==> config.mk <==
export PLATFORM = sky130hd
export DESIGN_NAME = matrix_stream_reader
export DESIGN_NICKNAME = d
export VERILOG_FILES = /design/src/rtl/matrix_pkg.sv /design/src/rtl/matrix_index_counter.sv /design/src/rtl/matrix_stream_reader.sv
export SDC_FILE = /design/constraint.sdc
export NUM_CORES = 1
export LEC_CHECK = 0
export BUFFER_PORTS_ARGS = -buffer_cell sky130_fd_sc_hd__buf_2
export CAP_MARGIN = 40
export CORE_ASPECT_RATIO = 0.6
export CORE_MARGIN = 3
export CORE_UTILIZATION = 30
export DETAILED_ROUTE_END_ITERATION = 6
export HOLD_SLACK_MARGIN = 0.1
export SLEW_MARGIN = 20
export SYNTH_ARGS = -nofsm -noshare
export SYNTH_HDL_FRONTEND = slang
export SYNTH_SLANG_ARGS = --single-unit
export TNS_END_PERCENT = 30
==> constraint.sdc <==
create_clock -name clk -period 10.71 [get_ports clk]
set_clock_uncertainty 0.15 [all_clocks]
set_input_delay 2.142 -clock clk [delete_from_list [all_inputs] [get_ports clk]]
set_output_delay 2.142 -clock clk [all_outputs]
set_load 0.02 [all_outputs]
==> src/rtl/matrix_pkg.sv <==
// Shared types and defaults for the byte-matrix fill/readout path.
package matrix_pkg;

  localparam int DATA_W_DEF = 8;
  localparam int DIM_DEF    = 4;
  localparam int IDX_W_DEF  = $clog2(DIM_DEF);

  typedef enum logic [1:0] {
    IDLE   = 2'd0,
    STREAM = 2'd1,
    DONE   = 2'd2
  } state_t;

  typedef logic [DATA_W_DEF-1:0] elem_t;
  typedef logic [IDX_W_DEF-1:0]  idx_t;

endpackage

==> src/rtl/matrix_index_counter.sv <==
// Row/column walker for matrix readout; order is latched on clear.
module matrix_index_counter #(
  parameter  int DIM   = 4,
  localparam int IDX_W = $clog2(DIM)
) (
  input  logic             clk,
  input  logic             rst,
  input  logic             clear,
  input  logic             advance,
  input  logic             col_major,
  output logic [IDX_W-1:0] row,
  output logic [IDX_W-1:0] col,
  output logic             last
);

  localparam logic [IDX_W-1:0] IDX_MAX = IDX_W'(DIM - 1);
  localparam logic [IDX_W-1:0] IDX_ONE = IDX_W'(1);

  logic mode_cm;

  // DIM is a power of two, so the fast index wraps to 0 on its own.
  always_ff @(posedge clk or posedge rst) begin
    if (rst) begin
      row     <= '0;
      col     <= '0;
      mode_cm <= 1'b0;
    end else if (clear) begin
      row     <= '0;
      col     <= '0;
      mode_cm <= col_major;
    end else if (advance) begin
      if (mode_cm) begin
        row <= row + IDX_ONE;
        if (row == IDX_MAX) col <= col + IDX_ONE;
      end else begin
        col <= col + IDX_ONE;
        if (col == IDX_MAX) row <= row + IDX_ONE;
      end
    end
  end

  assign last = (row == IDX_MAX) && (col == IDX_MAX);

endmodule

==> src/rtl/matrix_stream_reader.sv <==
// Matrix storage plus valid/ready streamer with running byte checksum.
// Optional column-major ordering: define MATRIX_READER_COLMAJOR_EN.
//
// state  | meaning
// IDLE   | storage writable, waiting for start
// STREAM | presenting elements, advancing on each handshake
// DONE   | one-cycle done pulse, start ignored
module matrix_stream_reader
  import matrix_pkg::*;
#(
  parameter  int DATA_W = DATA_W_DEF,
  parameter  int DIM    = DIM_DEF,
  localparam int IDX_W  = $clog2(DIM)
) (
  input  logic              clk,
  input  logic              rst,
  input  logic              wr_en,
  input  logic [IDX_W-1:0]  wr_row,
  input  logic [IDX_W-1:0]  wr_col,
  input  logic [DATA_W-1:0] wr_data,
  input  logic              start,
`ifdef MATRIX_READER_COLMAJOR_EN
  input  logic              col_major,
`endif
  output logic              out_valid,
  input  logic              out_ready,
  output logic [DATA_W-1:0] out_data,
  output logic [IDX_W-1:0]  out_row,
  output logic [IDX_W-1:0]  out_col,
  output logic              out_last,
  output logic              busy,
  output logic              done,
  output logic [DATA_W-1:0] checksum
);

  state_t state_q, state_d;

  logic [DATA_W-1:0] mem [DIM][DIM];
  logic [IDX_W-1:0]  row, col;
  logic              last_idx;
  logic              start_acc;
  logic              hs;
  logic              col_major_sel;

`ifdef MATRIX_READER_COLMAJOR_EN
  assign col_major_sel = col_major;
`else
  assign col_major_sel = 1'b0;
`endif

  assign start_acc = (state_q == IDLE) && start;
  assign hs        = out_valid && out_ready;

  always_ff @(posedge clk or posedge rst) begin
    if (rst) state_q <= IDLE;
    else     state_q <= state_d;
  end

  always_comb begin
    state_d = state_q;
    unique case (state_q)
      IDLE:    if (start) state_d = STREAM;
      STREAM:  if (hs && last_idx) state_d = DONE;
      DONE:    state_d = IDLE;
      default: state_d = IDLE;
    endcase
  end

  matrix_index_counter #(.DIM(DIM)) u_idx (
    .clk       (clk),
    .rst       (rst),
    .clear     (start_acc),
    .advance   (hs),
    .col_major (col_major_sel),
    .row       (row),
    .col       (col),
    .last      (last_idx)
  );

  // Start wins over a coincident write; writes outside IDLE are dropped.
  always_ff @(posedge clk or posedge rst) begin
    if (rst) begin
      for (int r = 0; r < DIM; r++)
        for (int c = 0; c < DIM; c++)
          mem[r][c] <= '0;
    end else if ((state_q == IDLE) && wr_en && !start) begin
      mem[wr_row][wr_col] <= wr_data;
    end
  end

  always_ff @(posedge clk or posedge rst) begin
    if (rst)            checksum <= '0;
    else if (start_acc) checksum <= '0;
    else if (hs)        checksum <= checksum + out_data;
  end

  // Storage is frozen during STREAM, so a direct read stays stable under stall.
  assign out_valid = (state_q == STREAM);
  assign busy      = (state_q == STREAM);
  assign done      = (state_q == DONE);
  assign out_data  = out_valid ? mem[row][col] : '0;
  assign out_row   = row;
  assign out_col   = col;
  assign out_last  = out_valid && last_idx;

endmodule
==> impl_metrics.tcl, run 1 <==
set metrics [dict create \
    cts.htree.levels 4 \
    yosys_warnings 0 \
    layout_setup_ws_ps 5390 \
    num_antenna_cells 0 \
    ant_nets 0 \
    critical-path-slowest-cell "mux4_1" \
    viasPerCell 5.20 \
    arrival_ps 3030 \
    fillCellCount 2007 \
    routed_wl_um 16600 \
    crit_chain "buf_4 -> mux4_1 -> mux4_1 -> and2_1 -> buf_2" \
    io_pins 41 \
    drtPass1Iterations 4 \
    worstPathRequired_ps 8420 \
    syn_avg_cell_area_um2 15.1 \
    yosysSeqAreaShare_pct 52.7 \
    cts_tree "built" \
    io_buffers 40 \
    min_period_ps 5320 \
    ff2ff_path_depth 11 \
    use_met3_pct 3.62 \
    chipWidth_um 200 \
    postCtsResizedCells 0 \
    final_nets 515 \
    ys_seq_elements 142 \
    postSynthCellCount 448 \
    cts_setup_buffers 0 \
    ir_drop_v 0.000103 \
    ff_latch_area_mm2 0.00355 \
    async_flop_share_pct 100 \
    drv_cap 0 \
    synth-edff-count 0 \
    synth_flop_cell "dfrtp_1" \
    wl_per_cell_um 21.3 \
    met1_usage_pct 22.0 \
    grt.total_usage_pct 14.2 \
    fmax_ghz 0.188 \
    fin_crit_sh_pct 49.7 \
    synth_area_mm2 0.00675 \
    hold_buffers 0 \
    fp.dieH_um 122 \
    drc 0 \
    core-area_mm2 0.0215 \
    start_util_pct 31.3 \
    dieArea_mm2 0.0244 \
    leakagePower_nw 3.82 \
    cts_root_buffer "clkbuf_16" \
    grt_first_pass_wirelength_um 25500 \
    syn2layout_area_growth_pct 16.5 \
    cts.sinks 142 \
    first_iter_violations 331 \
    drv_slew 0 \
    dp.cells 747 \
    multi_input_area_mm2 0.00304 \
    critical_path_class "register to output pin" \
    slew_headroom_pct 47.1 \
    path_depth 5 \
    row_count 41 \
    antenna_found_initial 0 \
    hp-class "register to register" \
    grt_pass1_vias 4065 \
    cpMostUsedCell "mux4_1" \
    syn_nets 475 \
    cp_slowest_stage_delay_ps 620 \
    layout_commonest_cell "dfrtp_1" \
    grt_use_met2_pct 19.9 \
    ctsLongestPathBuffers 2 \
    grt_overflow 0 \
    clock_latency_ps 420 \
    cp_top_family "multiplexers" \
    status "finished clean" \
    grt_max_degree 92 \
    cp-start-kind "register" \
    gp_congestion 0.862 \
    holdPathStages 1 \
    end_kind "output pin" \
    vias 4056 \
    gr-max-usage-layer "met1" \
    preCtsSetupSlack_ps 5810 \
    post-dp-hpwl_um 11000 \
    tns_ps 0 \
    worst_pin_slew_ps 791 \
    cp.buffers_inverters 2 \
    drive_gt1_share_pct 47.5 \
    clk_pin_slew_worst_paths_ps 60 \
    p_per_area_mw_per_mm2 226 \
    cts_made_buffers 17 \
    final_cell_mix "dfrtp_1 (141), mux2_2 (128), buf_2 (40)" \
    fin_cells 780 \
    setup_viol 0 \
    rsz0062_at_grt "false" \
    critPathMaxFanout 29 \
    ys_types 37 \
    final-hold-violation-count 0 \
]
logic make-up after synthesis:
group	after synthesis	share of synthesized area, %
AOI/OAI and AO/OA	28	2.91
xor gates and xnor gates	6	0.779
adders and majority gates	10	1.97
buffers and inverters	28	2.23
DFF	142	52.7
muxes	170	35.0
and+or+nand+nor	64	4.41
layer usage:
metal / vias to the layer above / part of all wire, %
li1: 1763 / -
met1: 2175 / 49
met2: 105 / 43
met3: 13 / 7.1
met4: 0 / 0.87
met5: - / 0
worst paths after layout:
path / start / to / slack (ps)
max: u_idx.row[0]$_DFFE_PP0P_ / out_data[0] / 5390
min: mem[78]$_DFFE_PP0P_ / mem[78]$_DFFE_PP0P_ / 350
max reg2reg: u_idx.row[1]$_DFFE_PP0P_ / checksum[7]$_DFFE_PP0P_ / 5990
min reg2reg: mem[78]$_DFFE_PP0P_ / mem[78]$_DFFE_PP0P_ / 350
max in group asynchronous: rst / mem[127]$_DFFE_PP0P_ / 7900
min in group asynchronous: rst / mem[9]$_DFFE_PP0P_ / 1550
flip-flops by register name (all words and copies together) (netlist names):
| register | cells |
|---|---|
| mem | 128 |
| checksum | 8 |
| state_q | 2 |
| u_idx.col | 2 |
| u_idx.row | 2 |
report_power, final:
group          total [mW]  internal, mW  switching, mW
registers           0.698         0.620         0.0782
clock network       0.631         0.396          0.235
logic               0.445         0.218          0.227
worst reg2reg max path, cell delays in order (launching register included):
cell	delay (ps)
dfrtp_1	690
buf_4	450
mux4_2	570
mux4_2	490
and2_1	200
ha_1	330
and2_1	200
a221oi_1	490
a21oi_1	240
a211o_1	340
a31o_1	220
mux2_4	260
cells in the mapped netlist, drive strengths merged, types with 2 or more instances:
library cell  count  share of area, %
a21o              4              0.45
a21oi             7              0.52
a22o              2              0.26
a22oi             2              0.22
and2              9              0.83
buf              10               1.2
clkbuf           14              0.78
dfrtp           142                53
ha                9               1.7
inv               4              0.22
mux2            129                22
mux2i             4              0.59
mux4             37                13
nand2            27               1.5
nand2b            2              0.19
nand3             8              0.59
nor2             10              0.56
nor2b             4              0.37
nor3              2              0.15
o211ai            2              0.30
o21ai             6              0.45
xnor2             3              0.39
xor2              3              0.39
layout make-up:
cell class / instances / share of cell area, %
Sequential cell: 142 / 45.2
Timing Repair Buffer: 45 / 3.37
Clock buffer: 18 / 5.59
Tap cell: 279 / 4.44
Multi-Input combinational cell: 278 / 38.7
Clock inverter: 14 / 2.42
Inverter: 4 / 0.255
per-stage QoR:
stage                     instance area [um^2]  utilization, %  hold slack, ps  power [mW]
after CTS                                 7830            36.4             354        1.79
final                                     7860            36.5             352        1.77
after global placement                    7190            33.4             331        1.13
after floorplan                           6750               -             320        1.03
after global routing                      7860            36.5             367        1.86
after detailed placement                  7200            33.4             339        1.15
Power figures use the tool's default switching activity.
==> run 2: changes to the inputs <==
--- a/config.mk
+++ b/config.mk
@@ -5,6 +5,7 @@
 export SDC_FILE = /design/constraint.sdc
 export NUM_CORES = 1
 export LEC_CHECK = 0
+export ABC_AREA = 1
 export BUFFER_PORTS_ARGS = -buffer_cell sky130_fd_sc_hd__buf_2
 export CAP_MARGIN = 40
 export CORE_ASPECT_RATIO = 0.6
==> constraint.sdc (replaced) <==
create_clock -name clk -period 5.2 [get_ports clk]
set_clock_uncertainty 0.15 [all_clocks]
set_input_delay 1.04 -clock clk [delete_from_list [all_inputs] [get_ports clk]]
set_output_delay 1.04 -clock clk [all_outputs]
set_load 0.02 [all_outputs]
==> run 2 against run 1 <==
Largest power group is now combinational logic. Combinational power rose to 4.1 times the previous value. Sequential share of layout area rose by 0.53 points. Largest cell class unchanged. Synthesized cell count rose by 76%. Clock power rose by 100%.
==> impl_metrics.tcl, run 2 <==
set metrics [dict create \
    grt_max_degree 86 \
    yosys-top-cells-area "dfrtp_1 (52%), o21ai_0 (13%), nand2_1 (10%)" \
    hold_ws_ps 329 \
    clock_latency_ps 420 \
    layout_commonest_cell "nand2_1" \
    critical_path_class "register to output pin" \
    critical-path-slowest-cell "buf_4" \
    viasPerCell 5.01 \
    final_cell_mix "nand2_1 (187), o21ai_0 (175), dfrtp_1 (141)" \
    syn_nets 815 \
    postSynthCellCount 788 \
    crit_chain "buf_4 -> o21ai_0 -> o22ai_1 -> o211ai_1 -> a21oi_1 -> buf_2" \
    largest_reg_flops 128 \
    gp_congestion 0.858 \
    start_util_pct 31.4 \
    seqPwrFrac_pct 32.5 \
    clk_pin_slew_worst_paths_ps 60 \
    rsz0062_at_grt "false" \
    routed_wl_um 19500 \
    ir_drop_v 0.000241 \
    post-route-util_pct 36.0 \
    cts_setup_buffers 0 \
    grt.total_usage_pct 16.6 \
    yosysMostFrequentCell "nand2_1" \
    worstPathRequired_ps 4010 \
    cp-start-kind "register" \
    p_clk_share_pct 27.7 \
    vias 5613 \
    synth-edff-count 0 \
    first_iter_violations 894 \
    core-area_mm2 0.0216 \
    antenna_found_initial 0 \
    synth_top_area_share_pct 52.5 \
    syn2layout_area_growth_pct 14.7 \
    post-dp-hpwl_um 12800 \
    slew_headroom_pct 53.2 \
    final-hold-violation-count 0 \
    hold_buffers 0 \
    leakagePower_nw 3.53 \
    syn_avg_cell_area_um2 8.59 \
    hp-class "register to register" \
    cts_root_buffer "clkbuf_16" \
    final_cell_area_mm2 0.00777 \
    regMostFlops "mem" \
    cts.htree.levels 4 \
    arrival_ps 2680 \
    ff_latch_area_mm2 0.00355 \
    setup_viol 0 \
    ys_seq_elements 142 \
    row_count 41 \
    cts_tree "built" \
    p_per_area_mw_per_mm2 590 \
    grt_overflow 0 \
    drtPass1Iterations 5 \
    p_sw_share_pct 41.3 \
    wl_per_cell_um 17.4 \
    tns_ps 0 \
    yosysSeqAreaShare_pct 52.5 \
    p_comb_share_pct 39.8 \
    netSwitchingPower_mw 1.89 \
    ant_nets 0 \
    drv_cap 0 \
    async_flop_share_pct 100 \
    multi_input_area_mm2 0.00275 \
    io_pins 41 \
    chipWidth_um 200 \
    status "finished clean" \
    drv_slew 0 \
    dpl_cell_area_mm2 0.00714 \
    io_buffers 40 \
    grt_first_pass_wirelength_um 30800 \
    grt_pass1_vias 5042 \
    critPathMaxFanout 66 \
    yosys_warnings 0 \
    min_period_ps 3870 \
    synth_area_mm2 0.00677 \
    ys_types 30 \
    cts.sinks 142 \
    largestRegisters "mem x128, checksum x8" \
    final_nets 833 \
    end_kind "output pin" \
    worst_pin_slew_ps 702 \
    yosys.area.top_type "dfrtp_1" \
    drive_gt1_share_pct 11.7 \
    ctsLongestPathBuffers 2 \
    internal_power_mw 2.69 \
    dieArea_mm2 0.0245 \
    postCtsResizedCells 0 \
    fmax_ghz 0.258 \
    drc 0 \
    synth_flop_cell "dfrtp_1" \
    fillCellCount 2224 \
    cts_made_buffers 17 \
    num_antenna_cells 0 \
    fp.dieH_um 122 \
    fin_crit_sh_pct 74.5 \
    synthTopCellsByCount "nand2_1 (187), o21ai_0 (175), dfrtp_1 (142), nor2_1 (67), inv_1 (40)" \
    cp_slowest_stage_delay_ps 560 \
]
run 2: layer usage:
metal / up-vias / wire length, um / global-route usage [%]
li1: 2699 / - / -
met1: 2691 / 10200 / 26.7
met2: 199 / 7810 / 22.1
met3: 24 / 1300 / 3.40
met4: 0 / 242 / 4.44
met5: - / 0 / 0
run 2: path summary, 6_finish.rpt:
path / slack, ps / to / from / depth (start not counted)
setup / recovery: 1330 / out_data[1] / u_idx.row[0]$_DFFE_PP0P_ / 6
min in group asynchronous: 470 / mem[58]$_DFFE_PP0P_ / rst / 2
setup reg to reg: 1770 / checksum[7]$_DFFE_PP0P_ / u_idx.row[0]$_DFFE_PP0P_ / 12
hold reg to reg: 330 / mem[94]$_DFFE_PP0P_ / mem[94]$_DFFE_PP0P_ / 2
hold / removal: 330 / mem[94]$_DFFE_PP0P_ / mem[94]$_DFFE_PP0P_ / 2
max in group asynchronous: 3470 / mem[23]$_DFFE_PP0P_ / rst / 4
run 2: final cells by class:
cell class | count | share of cell area (%)
Sequential cell | 142 | 45.7
Multi-Input combinational cell | 553 | 35.3
Clock buffer | 20 | 5.75
Clock inverter | 12 | 2.06
Inverter | 43 | 2.14
Tap cell | 301 | 4.85
Timing Repair Buffer | 49 | 4.12
run 2: through the flow:
stage | setup slack [ps] | std cells | power (mW)
floorplan | 200 | 788 | 2.73
global placement | 1590 | 1085 | 3.27
detailed placement | 1820 | 1087 | 3.30
CTS | 1370 | 1119 | 4.57
global route | 1160 | 1120 | 4.89
finish | 1330 | 1120 | 4.59
run 2: power by group through the flow:
stage / clock, mW / combinational [mW] / sequential [mW]
2_1_floorplan: 0 / 1.23 / 1.50
3_3_place_gp: 0 / 1.77 / 1.50
3_5_place_dp: 0 / 1.80 / 1.50
4_1_cts: 1.28 / 1.80 / 1.48
5_1_grt: 1.34 / 2.03 / 1.52
6_report: 1.27 / 1.83 / 1.49
run 2: kinds of logic after synthesis:
group	count (synthesis)	synth area share (%)
adders and majority gates	10	1.96
xor gates and xnor gates	1	0.129
AOI/OAI and AO/OA	250	20.3
DFF	142	52.5
buffers and inverters	93	6.98
and+or+nand+nor	292	18.2
run 2: worst max-delay path: cells and delay by family (launching register included):
family	cells	cell delay [ps]
AO/OA/AOI/OAI	4	1050
buffers and inverters	2	810
flip-flops	1	360
==> run 3: changes to the inputs <==
==> constraint.sdc (replaced) <==
create_clock -name clk -period 3.2 [get_ports clk]
set_clock_uncertainty 0.15 [all_clocks]
set_input_delay 0.64 -clock clk [delete_from_list [all_inputs] [get_ports clk]]
set_output_delay 0.64 -clock clk [all_outputs]
set_load 0.02 [all_outputs]
==> run 3 against run 2 <==
First-iteration DRC count fell by 26%. Utilization rose by 0.34 points. Register-to-register slack worse by 1500 ps. Die area did not move. Non-clock buffer count increased by 8. Critical path depth increased by 1. Highest routed layer unchanged.
==> impl_metrics.tcl, run 3 (synthesis gave the netlist of run 2 again) <==
set metrics [dict create \
    status "finished clean" \
    wl_per_cell_um 17.4 \
    p_per_area_mw_per_mm2 959 \
    critical_path_class "register to output pin" \
    largest_reg_flops 128 \
    cts_setup_buffers 0 \
    hp-class "input pin to register" \
    viasPerCell 5.08 \
    syn2layout_area_growth_pct 15.8 \
    startpoint "u_idx.row[1]$_DFFE_PP0P_" \
    io_buffers 40 \
    grt_overflow 0 \
    seqPwrFrac_pct 31.7 \
    grt_max_degree 51 \
    drv_cap 0 \
    final_nets 841 \
    row_count 41 \
    regMostFlops "mem" \
    core-area_mm2 0.0216 \
    clk_pin_slew_worst_paths_ps 60 \
    p_sw_share_pct 41.1 \
    worstPathRequired_ps 2410 \
    leakagePower_nw 3.56 \
    chipWidth_um 200 \
    cts_root_buffer "clkbuf_16" \
    routed_wl_um 19600 \
    antenna_found_initial 0 \
    fmax_ghz 0.322 \
    tns_ps 0 \
    end_kind "output pin" \
    setup_viol 0 \
    arrival_ps 2320 \
    critPathMaxFanout 16 \
    min_from "start" \
    io_pins 41 \
    slew_headroom_pct 52.4 \
    worst_pin_slew_ps 713 \
    gp_congestion 0.874 \
    post-dp-hpwl_um 13300 \
    cts_made_buffers 17 \
    grt.total_usage_pct 16.8 \
    dpl_cell_area_mm2 0.00722 \
    ir_drop_v 0.000445 \
    rsz0062_at_grt "false" \
    cts.htree.levels 4 \
    num_antenna_cells 0 \
    final-hold-violation-count 0 \
    drtPass1Iterations 6 \
    final_cell_area_mm2 0.00784 \
    start_util_pct 31.4 \
    cts_tree "built" \
    grt_first_pass_wirelength_um 31300 \
    fin_total_pwr_mw 7.52 \
    internal_power_mw 4.43 \
    cts.sinks 142 \
    ctsLongestPathBuffers 2 \
    drive_gt1_share_pct 12.8 \
    min_period_ps 3110 \
    vias 5729 \
    first_iter_violations 665 \
    layout_commonest_cell "nand2_1" \
    ant_nets 0 \
    clock_latency_ps 420 \
    fp.dieH_um 122 \
    worst_r2r_startpoint "u_idx.row[1]$_DFFE_PP0P_" \
    largestRegisters "mem x128, checksum x8" \
    grt_pass1_vias 5358 \
    r2r_slack_ps 240 \
    fin_crit_sh_pct 97.1 \
    drv_slew 0 \
    final_cell_mix "nand2_1 (187), o21ai_0 (175), dfrtp_1 (141)" \
    p_clk_share_pct 27.1 \
    cp-start-kind "register" \
    drc 0 \
    p_comb_share_pct 41.2 \
    dieArea_mm2 0.0245 \
    netSwitchingPower_mw 3.09 \
]
## run 3: worst paths after layout
path	end	cells after the start
max in group asynchronous	u_idx.row[0]$_DFFE_PP0P_	4
worst min-delay path	u_idx.row[1]$_DFFE_PP0P_	2
min in group asynchronous	mem[30]$_DFFE_PP0P_	3
worst max register to register	checksum[7]$_DFFE_PP0P_	13
worst max-delay path	out_data[5]	7
worst min register to register	mem[37]$_DFFE_PP0P_	2
## run 3: routing by layer
metal | vias up | GRT usage, % | part of all wire [%]
met3 | 25 | 4.55 | 8.0
met4 | 0 | 3.75 | 1.3
li1 | 2723 | - | -
met1 | 2773 | 26.7 | 50
met2 | 208 | 22.4 | 41
met5 | - | 0 | 0
## run 3: area by class of cell
type / count / area, um^2
fillers: 2229 / 13800
flip-flops and latches: 142 / 3550
multi-input cells: 553 / 2760
clock buffers: 18 / 429
repair buffers: 57 / 393
well taps: 301 / 377
clock inverters: 14 / 169
inverters: 43 / 165
## run 3: what timing repair did
| item | in CTS | in global routing |
|---|---|---|
| endpoints found under the setup margin | 0 | 2 |
| hold endpoints to repair | 10 | 0 |
| hold buffers | 1 | 0 |
| gates resized for setup | 0 | 2 |
## run 3: power groups by stage
stage	clock (mW)	combinational, mW	sequential (mW)
2_1_floorplan	0	2.00	2.44
3_3_place_gp	0	3.03	2.41
3_5_place_dp	0	3.04	2.40
4_1_cts	2.05	3.05	2.38
5_1_grt	2.14	3.44	2.43
6_report	2.04	3.10	2.39
## run 3: through the flow
step                instances  utilization [%]  hold WS, ps  setup WS (ps)
floorplan                 788                -          298            123
global placement         1095             33.5          312            352
detailed placement       1095             33.5          318            269
CTS                      1128             36.3          287           99.1
global route             1128             36.3          310           18.3
finish                   1128             36.3          296           91.2
## run 3: worst max-delay path, cell delays in order, from the launching register on
cell and delay, ps:
dfrtp_1 390, inv_1 80, buf_4 220, o21ai_0 130, o221ai_1 290, o211ai_1 190, a21oi_1 350, buf_2 240
